File: src/rtl/spi_target_pkg.sv
// rtl/spi_target_pkg.sv - shared types and constants for the SPI mode-0 target
package spi_target_pkg;

  typedef enum logic {
    IDLE   = 1'b0,
    ACTIVE = 1'b1
  } spi_tgt_state_t;

  localparam logic [7:0] FILL_DEFAULT = 8'hFF;
  localparam int         SYNC_STAGES  = 2;

endpackage

File: src/rtl/sync_fifo.sv
// rtl/sync_fifo.sv - first-word-fall-through FIFO, wrap-bit pointers
// A read while empty is ignored; a write while full is accepted only alongside a read.
module sync_fifo #(
  parameter int WIDTH = 8,
  parameter int DEPTH = 8
) (
  input  logic             clk,
  input  logic             rst,
  input  logic             wr_en,
  input  logic [WIDTH-1:0] wr_data,
  output logic             full,
  input  logic             rd_en,
  output logic [WIDTH-1:0] rd_data,
  output logic             empty
);

  localparam int AW = (DEPTH > 1) ? $clog2(DEPTH) : 1;
  localparam logic [AW:0] PTR_ONE = {{AW{1'b0}}, 1'b1};

  logic [WIDTH-1:0] mem [DEPTH];
  logic [AW:0]      wr_ptr;
  logic [AW:0]      rd_ptr;
  logic             do_wr;
  logic             do_rd;

  assign empty   = (wr_ptr == rd_ptr);
  assign full    = (wr_ptr[AW] != rd_ptr[AW]) && (wr_ptr[AW-1:0] == rd_ptr[AW-1:0]);
  assign do_rd   = rd_en && !empty;
  assign do_wr   = wr_en && (!full || do_rd);
  assign rd_data = empty ? '0 : mem[rd_ptr[AW-1:0]];

  always_ff @(posedge clk or posedge rst) begin
    if (rst) begin
      wr_ptr <= '0;
      rd_ptr <= '0;
    end else begin
      if (do_wr) wr_ptr <= wr_ptr + PTR_ONE;
      if (do_rd) rd_ptr <= rd_ptr + PTR_ONE;
    end
  end

  always_ff @(posedge clk) begin
    if (do_wr) mem[wr_ptr[AW-1:0]] <= wr_data;
  end

endmodule

File: src/rtl/spi_target.sv
// rtl/spi_target.sv - oversampled SPI mode-0 target with RX/TX byte FIFOs
// Pins are synchronized to clk; all protocol decisions are made on detected edges.
module spi_target
  import spi_target_pkg::*;
#(
  parameter int         DEPTH = 8,
  parameter logic [7:0] FILL  = FILL_DEFAULT
) (
  input  logic       clk,
  input  logic       Rst,
  input  logic       spi_sck,
  input  logic       spi_cs,
  input  logic       spi_mosi,
  output logic       spi_miso,
  input  logic [7:0] tx_din,
  input  logic       tx_wen,
  output logic       tx_full,
  output logic [7:0] rx_dout,
  input  logic       rx_ren,
  output logic       rx_data_present,
  output logic       rx_overflow,
  input  logic       ovf_clr,
  output logic       busy
);

  logic [SYNC_STAGES-1:0] sck_pipe;
  logic [SYNC_STAGES-1:0] cs_pipe;
  logic [SYNC_STAGES-1:0] mosi_pipe;
  logic                   sck_prev;
  logic                   cs_prev;
  logic                   sck_sync;
  logic                   cs_sync;
  logic                   mosi_sync;
  logic                   sck_rise;
  logic                   sck_fall;
  logic                   cs_rise;
  logic                   cs_fall;

  always_ff @(posedge clk or posedge Rst) begin
    if (Rst) begin
      sck_pipe  <= '0;
      cs_pipe   <= '1;
      mosi_pipe <= '0;
      sck_prev  <= 1'b0;
      cs_prev   <= 1'b1;
    end else begin
      sck_pipe  <= {sck_pipe[SYNC_STAGES-2:0], spi_sck};
      cs_pipe   <= {cs_pipe[SYNC_STAGES-2:0], spi_cs};
      mosi_pipe <= {mosi_pipe[SYNC_STAGES-2:0], spi_mosi};
      sck_prev  <= sck_sync;
      cs_prev   <= cs_sync;
    end
  end

  assign sck_sync  = sck_pipe[SYNC_STAGES-1];
  assign cs_sync   = cs_pipe[SYNC_STAGES-1];
  assign mosi_sync = mosi_pipe[SYNC_STAGES-1];
  assign sck_rise  = sck_sync && !sck_prev;
  assign sck_fall  = !sck_sync && sck_prev;
  assign cs_rise   = cs_sync && !cs_prev;
  assign cs_fall   = !cs_sync && cs_prev;

  logic       tx_pop;
  logic [7:0] tx_head;
  logic       tx_empty;
  logic       rx_push;
  logic [7:0] rx_byte;
  logic       rx_full;
  logic       rx_empty;
  logic [7:0] load_byte;

  sync_fifo #(.WIDTH(8), .DEPTH(DEPTH)) u_tx_fifo (
    .clk     (clk),
    .rst     (Rst),
    .wr_en   (tx_wen),
    .wr_data (tx_din),
    .full    (tx_full),
    .rd_en   (tx_pop),
    .rd_data (tx_head),
    .empty   (tx_empty)
  );

  sync_fifo #(.WIDTH(8), .DEPTH(DEPTH)) u_rx_fifo (
    .clk     (clk),
    .rst     (Rst),
    .wr_en   (rx_push),
    .wr_data (rx_byte),
    .full    (rx_full),
    .rd_en   (rx_ren),
    .rd_data (rx_dout),
    .empty   (rx_empty)
  );

  assign rx_data_present = !rx_empty;
  assign load_byte       = tx_empty ? FILL : tx_head;

  spi_tgt_state_t state;
  spi_tgt_state_t state_n;
  logic [2:0]     bit_cnt;
  logic [2:0]     bit_cnt_n;
  logic [7:0]     rx_shift;
  logic [7:0]     rx_shift_n;
  logic [7:0]     tx_shift;
  logic [7:0]     tx_shift_n;
  logic           miso_q;
  logic           miso_n;
  logic           byte_done;
  logic           byte_done_n;

  always_ff @(posedge clk or posedge Rst) begin
    if (Rst) begin
      state     <= IDLE;
      bit_cnt   <= '0;
      rx_shift  <= '0;
      tx_shift  <= '0;
      miso_q    <= 1'b1;
      byte_done <= 1'b0;
    end else begin
      state     <= state_n;
      bit_cnt   <= bit_cnt_n;
      rx_shift  <= rx_shift_n;
      tx_shift  <= tx_shift_n;
      miso_q    <= miso_n;
      byte_done <= byte_done_n;
    end
  end

  assign rx_byte = {rx_shift[6:0], mosi_sync};

  always_comb begin
    state_n     = state;
    bit_cnt_n   = bit_cnt;
    rx_shift_n  = rx_shift;
    tx_shift_n  = tx_shift;
    miso_n      = miso_q;
    byte_done_n = byte_done;
    tx_pop      = 1'b0;
    rx_push     = 1'b0;

    unique case (state)
      IDLE: begin
        miso_n = 1'b1;
        if (cs_fall) begin
          state_n     = ACTIVE;
          bit_cnt_n   = '0;
          tx_pop      = !tx_empty;
          tx_shift_n  = load_byte;
          miso_n      = load_byte[7];
          byte_done_n = 1'b0;
        end
      end
      ACTIVE: begin
        // CS edges pre-empt any SCK edge seen in the same cycle
        if (cs_rise) begin
          state_n     = IDLE;
          bit_cnt_n   = '0;
          miso_n      = 1'b1;
          byte_done_n = 1'b0;
        end else if (sck_rise) begin
          rx_shift_n  = rx_byte;
          bit_cnt_n   = bit_cnt + 3'd1;
          byte_done_n = (bit_cnt == 3'd7);
          if (bit_cnt == 3'd7) begin
            rx_push    = 1'b1;
            tx_pop     = !tx_empty;
            tx_shift_n = load_byte;
          end
        end else if (sck_fall) begin
          // After a reload the fresh MSB is already in place, so no shift
          if (byte_done) begin
            miso_n = tx_shift[7];
          end else begin
            tx_shift_n = {tx_shift[6:0], 1'b0};
            miso_n     = tx_shift[6];
          end
          byte_done_n = 1'b0;
        end
      end
      default: state_n = IDLE;
    endcase
  end

  always_ff @(posedge clk or posedge Rst) begin
    if (Rst) begin
      rx_overflow <= 1'b0;
    end else if (rx_push && rx_full && !rx_ren) begin
      rx_overflow <= 1'b1;
    end else if (ovf_clr) begin
      rx_overflow <= 1'b0;
    end
  end

  assign spi_miso = miso_q;
  assign busy     = (state == ACTIVE);

endmodule

File: config.mk
export PLATFORM = sky130hd
export DESIGN_NAME = spi_target
export DESIGN_NICKNAME = d
export VERILOG_FILES = /design/src/rtl/spi_target_pkg.sv /design/src/rtl/sync_fifo.sv /design/src/rtl/spi_target.sv
export SDC_FILE = /design/constraint.sdc
export NUM_CORES = 1
export LEC_CHECK = 0
export CORE_ASPECT_RATIO = 0.5
export CORE_MARGIN = 2
export CORE_UTILIZATION = 50
export DETAILED_ROUTE_END_ITERATION = 8
export PLACE_DENSITY = 0.68
export SYNTH_ARGS = -nofsm -noshare
export SYNTH_HDL_FRONTEND = slang
export SYNTH_HIERARCHICAL = 1
export SYNTH_SLANG_ARGS = --single-unit
File: constraint.sdc
create_clock -name clk -period 8.7 [get_ports clk]
set_clock_uncertainty 0.2 [all_clocks]
set_input_delay 0.87 -clock clk [delete_from_list [all_inputs] [get_ports clk]]
set_output_delay 0.87 -clock clk [all_outputs]
set_load 0.01 [all_outputs]
==> metrics, run 1 <==
DP HPWL=8490 um; Pleak=0.00301 uW; CORE AREA=14,500 um^2; synthesized cell area=7400 um^2; final slew viol count=0; crit end category=output port; main flop type after synthesis=edfxtp_1; slowest stage delay, CP=980 ps; met2 WL=6190 um; sequential share of power=44.7%; # hold bufs at CTS=0; clock latency on the worst-skew pair=420 ps; number of global-route vias before repair=3,794; fin crit period=3770 ps; hold path start=mosi_pipe[0]; post-synthesis cell count=436; Reg2Reg Capture Point=u_tx_fifo/mem[7][5]; Startpoint Class=register; 1st-iter DRT viols=280; H-tree Lvls=4; Rows=31; adder-cell share of the synthesized area=1.01%; Root Buffer=clkbuf_16; Pint=1850 uW; share of cells above drive strength 1=22.8%; largest family of logic cells by synthesized area=multiplexers; CTS tree=done; vias post-DR=3,758; Worst-path clk slew=70 ps; WHS=149 ps; CP top delay family=flip-flops; Post-CTS Setup Inserts=0; Peak VDD IR=0.172 mV; top cell type's share of synthesized area=51.9%; Hold Path End=mosi_pipe[1]; sequential share of the synthesized area=67.6%; wire per inst=19.3 um; first-pass GRT wire length=21,000 um; mux contribution to synthesized area=14.0%; post-synthesis xor/xnor area fraction=3.16%; Final Hold Fails=0; power per standard cell area=322 nW/um^2; Slew HR=26.4%; asr flop ratio synth=26.4%; largest net degree at the start of global routing=22; n_diodes=0; Worst R2R Path Depth=6; NumNets Final=491; # DRC=0; Final setup viols=0; Max Cap Viol=0; yosys warns=6; number of top-level pins=29; initial core utilization=51.2%; flops & latches, synth=174; ranking of synthesized cells by area=edfxtp_1 (52%), dfrtp_1 (14%), mux4_2 (9.7%); routed wl met3=626 um; metal1 wirelength=6180 um; measured slew at the worst slew-check pin=1100 ps; die span in y=90.0 um; Logic pwr share=27.5%; final instance area=8440 um^2; cells along the critical path=xnor2_4 -> and4_1 -> nor2_1 -> clkdlybuf4s50_1; Routed WL=13,100 um; CP max FO=20; hold path depth=0; Final Core Density=58.3%; critical path type=register to output port; DRT Pass-1 Iters=6; status=completed; Die Wd=176 um; TritonCTS buffer count=17; Synth Area in Compound Gates=3.77%; CP Data Arrival Time=2700 ps; HP Class=register to register; Crit-path slowest cell=dfrtp_1; area of the die=15,900 um^2; Cell variety after synth=50; Yosys top cell by area=edfxtp_1; WP buf/inv=1; RSZ-0062 raised after global routing=no; synthesis-to-finish area growth=14.0%; clk sinks=174; Setup WS pre-CTS=5120 ps; total grt overflow=0; Vias/cell=5.53; clock share of power=27.8%; synthesized net count=458; Area after DPL=7840 um^2; clk buf depth=2; Reg-to-Reg Start=u_tx_fifo/rd_ptr[1]; EDFF count, synth=128; routability cong.=0.800; most frequent cells in the layout=edfxtp_1 (128), dfrtp_1 (42), nor2_1 (38); Antenna Nets Post-Route=0; post-CTS resize count=0; switching share of power=31.8%; TNS Setup=0 ps; flop-to-flop setup slack=5110 ps; Top Metal Used=met4; Synth Area in Simple Gates=7.62%; GRT Total Usage=17.8%; fmax=0.265 GHz; net load switching power=864 uW; leading cell type in the layout, fill and taps excluded=edfxtp_1; initial antenna violation count=0; final setup margin=4930 ps; port bufs=28; Avg Inst Size Synth=17.0 um^2; Tcrit/Tclk final=43.3%; Required @ worst endpoint=7630 ps
## state kept, by name, summed over array words and instances, names as in the netlist, 2 cells and up
register,cells
u_rx_fifo/rd_ptr,4
u_tx_fifo/mem,64
sck_pipe,2
tx_shift,8
u_rx_fifo/wr_ptr,4
u_tx_fifo/rd_ptr,4
cs_pipe,2
u_tx_fifo/wr_ptr,4
mosi_pipe,2
rx_shift,7
u_rx_fifo/mem,64
bit_cnt,3
## Yosys cell counts, types with 3 or more instances
master	count
mux2i_1	17
dfrtp_1	42
o311ai_1	3
nand2b_1	5
mux2_2	9
edfxtp_1	128
ha_1	6
o21ai_0	7
xnor2_1	6
nor4_1	4
dfstp_2	4
nand3_1	4
buf_2	9
mux4_2	32
xnor2_2	5
nor2_1	38
nand4_1	4
nand2_1	25
buf_6	9
inv_1	12
o31ai_1	8
xnor2_4	3
nor3_1	16
a21oi_1	4
## power groups by stage
stage	registers, uW	clock network [uW]	logic [uW]
6_report	1220	755	749
5_1_grt	1240	806	823
4_1_cts	1220	769	760
3_5_place_dp	1230	0	756
3_3_place_gp	1230	0	741
2_1_floorplan	1120	0	671
## routing by layer
metal	global-route usage, %	vias to the layer above
li1	-	1757
met1	25.1	1892
met2	27.9	97
met3	4.19	12
met4	5.37	0
met5	0	-
## final cells by class
class	instances	area, um^2
Clock inverter	15	170
Clock buffer	17	425
Tap cell	198	248
Inverter	12	45.0
Sequential cell	174	5000
Fill cell	1062	6030
Timing Repair Buffer	36	340
Multi-Input combinational cell	228	2210
## worst max-delay path by stage
stage | to | slack (ps) | startpoint | cells past startpoint
global placement | u_tx_fifo/mem[7][2] | 5240 | u_tx_fifo/rd_ptr[1] | 6
CTS | rx_dout[2] | 4850 | u_rx_fifo/rd_ptr[1] | 4
global route | rx_dout[3] | 4710 | u_rx_fifo/rd_ptr[1] | 4
finish | rx_dout[2] | 4930 | u_rx_fifo/rd_ptr[1] | 4
floorplan | u_tx_fifo/mem[5][0] | 5440 | u_tx_fifo/rd_ptr[0] | 9
detailed placement | u_tx_fifo/mem[7][3] | 5120 | u_tx_fifo/rd_ptr[1] | 6
## per-stage QoR
step	instances	power (uW)
after global placement	648	1970
after detailed placement	648	1990
final	680	2720
after CTS	680	2740
after floorplan	436	1790
after global routing	680	2870
## cell families after synthesis
kind of cell	after synthesis
xor+xnor	16
mux	61
compound gates	34
flops	174
simple gates	111
fa+ha+maj	6
buf+inv	34
Power figures use the tool's default switching activity.
==> run 2, diff against run 1 <==
Clock period 8.7 ns to 3.8 ns, I/O delays scaled along.
==> metrics, run 2 (same netlist as run 1, synthesis figures left out) <==
Slew HR=15.6% (-11 points); most used cell along the critical path=nor3_1; power per standard cell area=738 nW/um^2 (+130%); port bufs=28 (unchanged); largest net degree at the start of global routing=21 (-4.5%); routability cong.=0.807 (+0.90%); die span in y=90.0 um (unchanged); n_diodes=0 (unchanged); Final Core Density=58.4% (+0.095 points); H-tree Lvls=4 (unchanged); leading cell type in the layout, fill and taps excluded=edfxtp_1; CP max FO=10 (-50%); HP Class=primary input to async pin; RSZ-0062 raised after global routing=no; Startpoint Class=register; # DRC=0 (unchanged); Worst-path clk slew=70 ps (about the same); Crit path depth=6 (+2); Tcrit/Tclk final=88.4%; first-pass GRT wire length=21,600 um (+2.9%); TNS Setup=0 ps (unchanged); Pleak=0.00302 uW (+0.23%); Final setup viols=0 (unchanged); net load switching power=1980 uW (+130%); share of cells above drive strength 1=23.4% (+0.59 points); Pint=4250 uW (+130%); Logic pwr share=29.7% (+2.2 points); clk sinks=174 (unchanged); WP buf/inv=1 (unchanged); fmax=0.298 GHz; measured slew at the worst slew-check pin=1260 ps (+160 ps); initial antenna violation count=0 (unchanged); clock latency on the worst-skew pair=420 ps (about the same); number of global-route vias before repair=3,841 (+1.2%); crit end category=register; wire per inst=19.2 um (-0.31%); area of the multi-input gates=2210 um^2 (unchanged); fillers=1,096 (+3.2%); DP HPWL=8660 um (+2.0%); status=completed; most frequent cells in the layout=edfxtp_1 (128), dfrtp_1 (42), nor2_1 (38); 1st-iter DRT viols=256 (-8.6%); Die Wd=176 um (unchanged); Worst R2R Path Depth=6 (unchanged); Max Cap Viol=0 (unchanged); total grt overflow=0 (unchanged); Required @ worst endpoint=3630 ps (-4000 ps); slowest stage delay, CP=1000 ps (+20 ps); Post-CTS Setup Inserts=0 (unchanged); Vias/cell=5.57 (+0.80%); post-CTS resize count=0 (unchanged); initial core utilization=51.2% (unchanged); clock share of power=27.4% (-0.4 points); Antenna Nets Post-Route=0 (unchanged); final slew viol count=0 (unchanged); fin crit period=3360 ps; Crit-path slowest cell=nor3_1; CP top delay family=simple AND/OR/NAND/NOR gates; switching share of power=31.8% (about the same); clk buf depth=2 (unchanged); DRT Pass-1 Iters=4 (-2); Peak VDD IR=0.348 mV (+100%); # hold bufs at CTS=0 (unchanged); CORE AREA=14,500 um^2 (unchanged); Root Buffer=clkbuf_16; CTS tree=done; NumNets Final=496 (+1.0%); cells along the critical path=inv_1 -> nor3_1 -> nand3_1 -> a21oi_1 -> o31ai_1 -> nor3_1; area of the die=15,900 um^2 (unchanged); number of top-level pins=29 (unchanged); Routed WL=13,200 um (+0.43%); Rows=31 (unchanged); sequential share of power=42.9% (-1.8 points); synthesis-to-finish area growth=14.2%; Final Hold Fails=0 (unchanged); vias post-DR=3,816 (+1.5%); critical path type=register to register; CP Data Arrival Time=3190 ps (+490 ps); register area=5000 um^2 (unchanged); TritonCTS buffer count=17 (unchanged); GRT Total Usage=18.3% (+0.46 points)
[run 2: layer usage]
layer / up-vias / track usage (%) / wire length (um)
met1: 1956 / 26.3 / 6070
met3: 7 / 4.36 / 669
met2: 94 / 28.1 / 6360
li1: 1759 / - / -
met4: 0 / 5.37 / 85
met5: - / 0 / 0
[run 2: worst register-to-register path, stage by stage, from the launching register on]
cell,delay (ps)
dfrtp_1,520
inv_1,190
nor3_1,280
nand3_1,230
a21oi_1,340
o31ai_1,200
nor3_1,1000
[run 2: area by class of cell]
cell class / instances / share of cell area, %
Clock inverter: 15 / 1.73
Tap cell: 198 / 2.93
Inverter: 12 / 0.533
Sequential cell: 174 / 59.1
Clock buffer: 17 / 5.03
Multi-Input combinational cell: 228 / 26.2
Timing Repair Buffer: 41 / 4.47
[run 2: final timing paths]
check,start,endpoint,slack (ps)
min in group clk,mosi_pipe[0],mosi_pipe[1],150
max,busy,u_tx_fifo/mem[3][2],440
max reg2reg,busy,u_tx_fifo/mem[3][2],440
max in group asynchronous,Rst,bit_cnt[1],2540
min,Rst,u_rx_fifo/wr_ptr[1],140
min reg2reg,mosi_pipe[0],mosi_pipe[1],150
[run 2: power by group through the flow]
stage	clock (uW)	combinational, uW	sequential [uW]
after floorplan	0	1540	2560
after global placement	0	1850	2690
after detailed placement	0	1880	2710
after CTS	1740	1880	2680
after global routing	1820	2040	2720
final	1710	1850	2670
[run 2: per-stage QoR]
stage / cell area (um^2) / hold WS, ps / power, uW / cells / worst slack, ps
2_1_floorplan: 7400 / -4.34 / 4090 / 436 / 538
3_5_place_dp: 7880 / 138 / 4590 / 653 / 574
6_report: 8450 / 140 / 6230 / 685 / 443
3_3_place_gp: 7880 / 134 / 4540 / 653 / 729
5_1_grt: 8450 / 149 / 6570 / 685 / 207
4_1_cts: 8450 / 126 / 6300 / 685 / 534
==> run 3, diff against run 2 <==
Settings changed: CORE_MARGIN 2 to unset.
==> metrics, run 3 (same netlist as run 1, synthesis figures left out) <==
synthesis-to-finish area growth=14.5%; Required @ worst endpoint=3640 ps (about the same); measured slew at the worst slew-check pin=1120 ps (-141 ps); largest net degree at the start of global routing=21 (unchanged); NumNets Final=499 (+0.60%); Final setup viols=0 (unchanged); # DRC=0 (unchanged); RSZ-0062 raised after global routing=no; Die Wd=174 um (-1.1%); most frequent cells in the layout=edfxtp_1 (128), dfrtp_1 (42), nor2_1 (38); total grt overflow=0 (unchanged); Final Hold Fails=0 (unchanged); CP top delay family=simple AND/OR/NAND/NOR gates; H-tree Lvls=4 (unchanged); WHS=106 ps (-33.4 ps); Post-CTS Setup Inserts=0 (unchanged); leading cell type in the layout, fill and taps excluded=edfxtp_1; number of top-level pins=29 (unchanged); # hold bufs at CTS=0 (unchanged); fmax=0.308 GHz (+3.3%); initial antenna violation count=0 (unchanged); CP Data Arrival Time=3090 ps (-100 ps); crit end category=register; Routed WL=13,000 um (-1.5%); Peak VDD IR=0.360 mV (+3.2%); fin crit period=3250 ps (-107 ps); share of cells above drive strength 1=23.9% (+0.47 points); GRT Total Usage=18.6% (+0.29 points); Root Buffer=clkbuf_16; first-pass GRT wire length=20,900 um (-3.3%); final slew viol count=0 (unchanged); final instance area=8470 um^2 (+0.24%); Vias/cell=5.59 (+0.28%); initial core utilization=52.9% (+1.7 points); CP max FO=10 (unchanged); Area after DPL=7900 um^2 (+0.19%); 1st-iter DRT viols=325 (+27%); clk buf depth=2 (unchanged); Worst-path clk slew=70 ps (about the same); area of the die=15,300 um^2 (-3.3%); Antenna Nets Post-Route=0 (unchanged); critical path type=register to register; cells along the critical path=inv_1 -> nor3_1 -> nand3_1 -> a21oi_1 -> nor3_1 -> nor4b_2; Rows=30 (-3.2%); routability cong.=0.756 (-6.4%); Crit-path slowest cell=nor4b_2; Final Core Density=60.5% (+2.1 points); status=completed; post-CTS resize count=0 (unchanged); most used cell along the critical path=nor3_1; Tcrit/Tclk final=85.5% (-2.8 points); CORE AREA=14,000 um^2 (-3.2%); clock latency on the worst-skew pair=420 ps (about the same); DRT Pass-1 Iters=4 (unchanged); final setup margin=549 ps (+107 ps); number of global-route vias before repair=3,704 (-3.6%); TritonCTS buffer count=17 (unchanged); port bufs=28 (unchanged); wire per inst=19.0 um (-1.1%); die span in y=88.0 um (-2.2%); Setup WS pre-CTS=656 ps (+81.7 ps); WP buf/inv=1 (unchanged); TNS Setup=0 ps (unchanged); Pleak=0.00304 uW (+0.52%); slowest stage delay, CP=910 ps (-90 ps); Max Cap Viol=0 (unchanged); HP Class=primary input to async pin; CTS tree=done; vias post-DR=3,810 (-0.16%); DP HPWL=8600 um (-0.73%); Slew HR=25.1% (+9.5 points); clk sinks=174 (unchanged); Startpoint Class=register; power per standard cell area=729 nW/um^2 (-1.2%); n_diodes=0 (unchanged)
[run 3: cell type report]
type,count,area (um^2)
fill,1041,5530
sequential,174,5000
multi-input combinational,228,2210
clock buffer,17,425
timing repair buffer,44,400
tap,192,240
clock inverter,15,151
inverter,12,45.0
[run 3: path summary, 6_finish.rpt]
path,startpoint,to,slack (ps),cells past startpoint
worst max-delay path,busy,u_tx_fifo/mem[5][0],550,6
worst min-delay path,Rst,u_rx_fifo/wr_ptr[1],110,2
worst max register to register,busy,u_tx_fifo/mem[5][0],550,6
worst min register to register,mosi_pipe[0],mosi_pipe[1],150,0
max in group asynchronous,Rst,mosi_pipe[1],2540,3
min in group clk,mosi_pipe[0],mosi_pipe[1],150,0
[run 3: worst reg2reg max path, cell delays in order (launching register included)]
cell	delay, ps
dfrtp_1	510
inv_1	180
nor3_1	280
nand3_1	230
a21oi_1	330
nor3_1	240
nor4b_2	910
[run 3: stage by stage]
stage | total power (uW) | cells
3_5_place_dp | 4560 | 650
6_report | 6170 | 682
5_1_grt | 6500 | 682
3_3_place_gp | 4530 | 650
2_1_floorplan | 4090 | 436
4_1_cts | 6240 | 682
[run 3: power by group]
part | total [uW] | switching, uW | internal [uW]
Sequential | 2710 | 331 | 2380
Combinational | 1800 | 849 | 947
Clock | 1660 | 788 | 874
[run 3: layer usage]
metal  track usage, %  share of wire, %
met5                0                 0
met4             7.89               1.5
met3             3.52               5.6
met2             27.3                45
met1             27.5                48
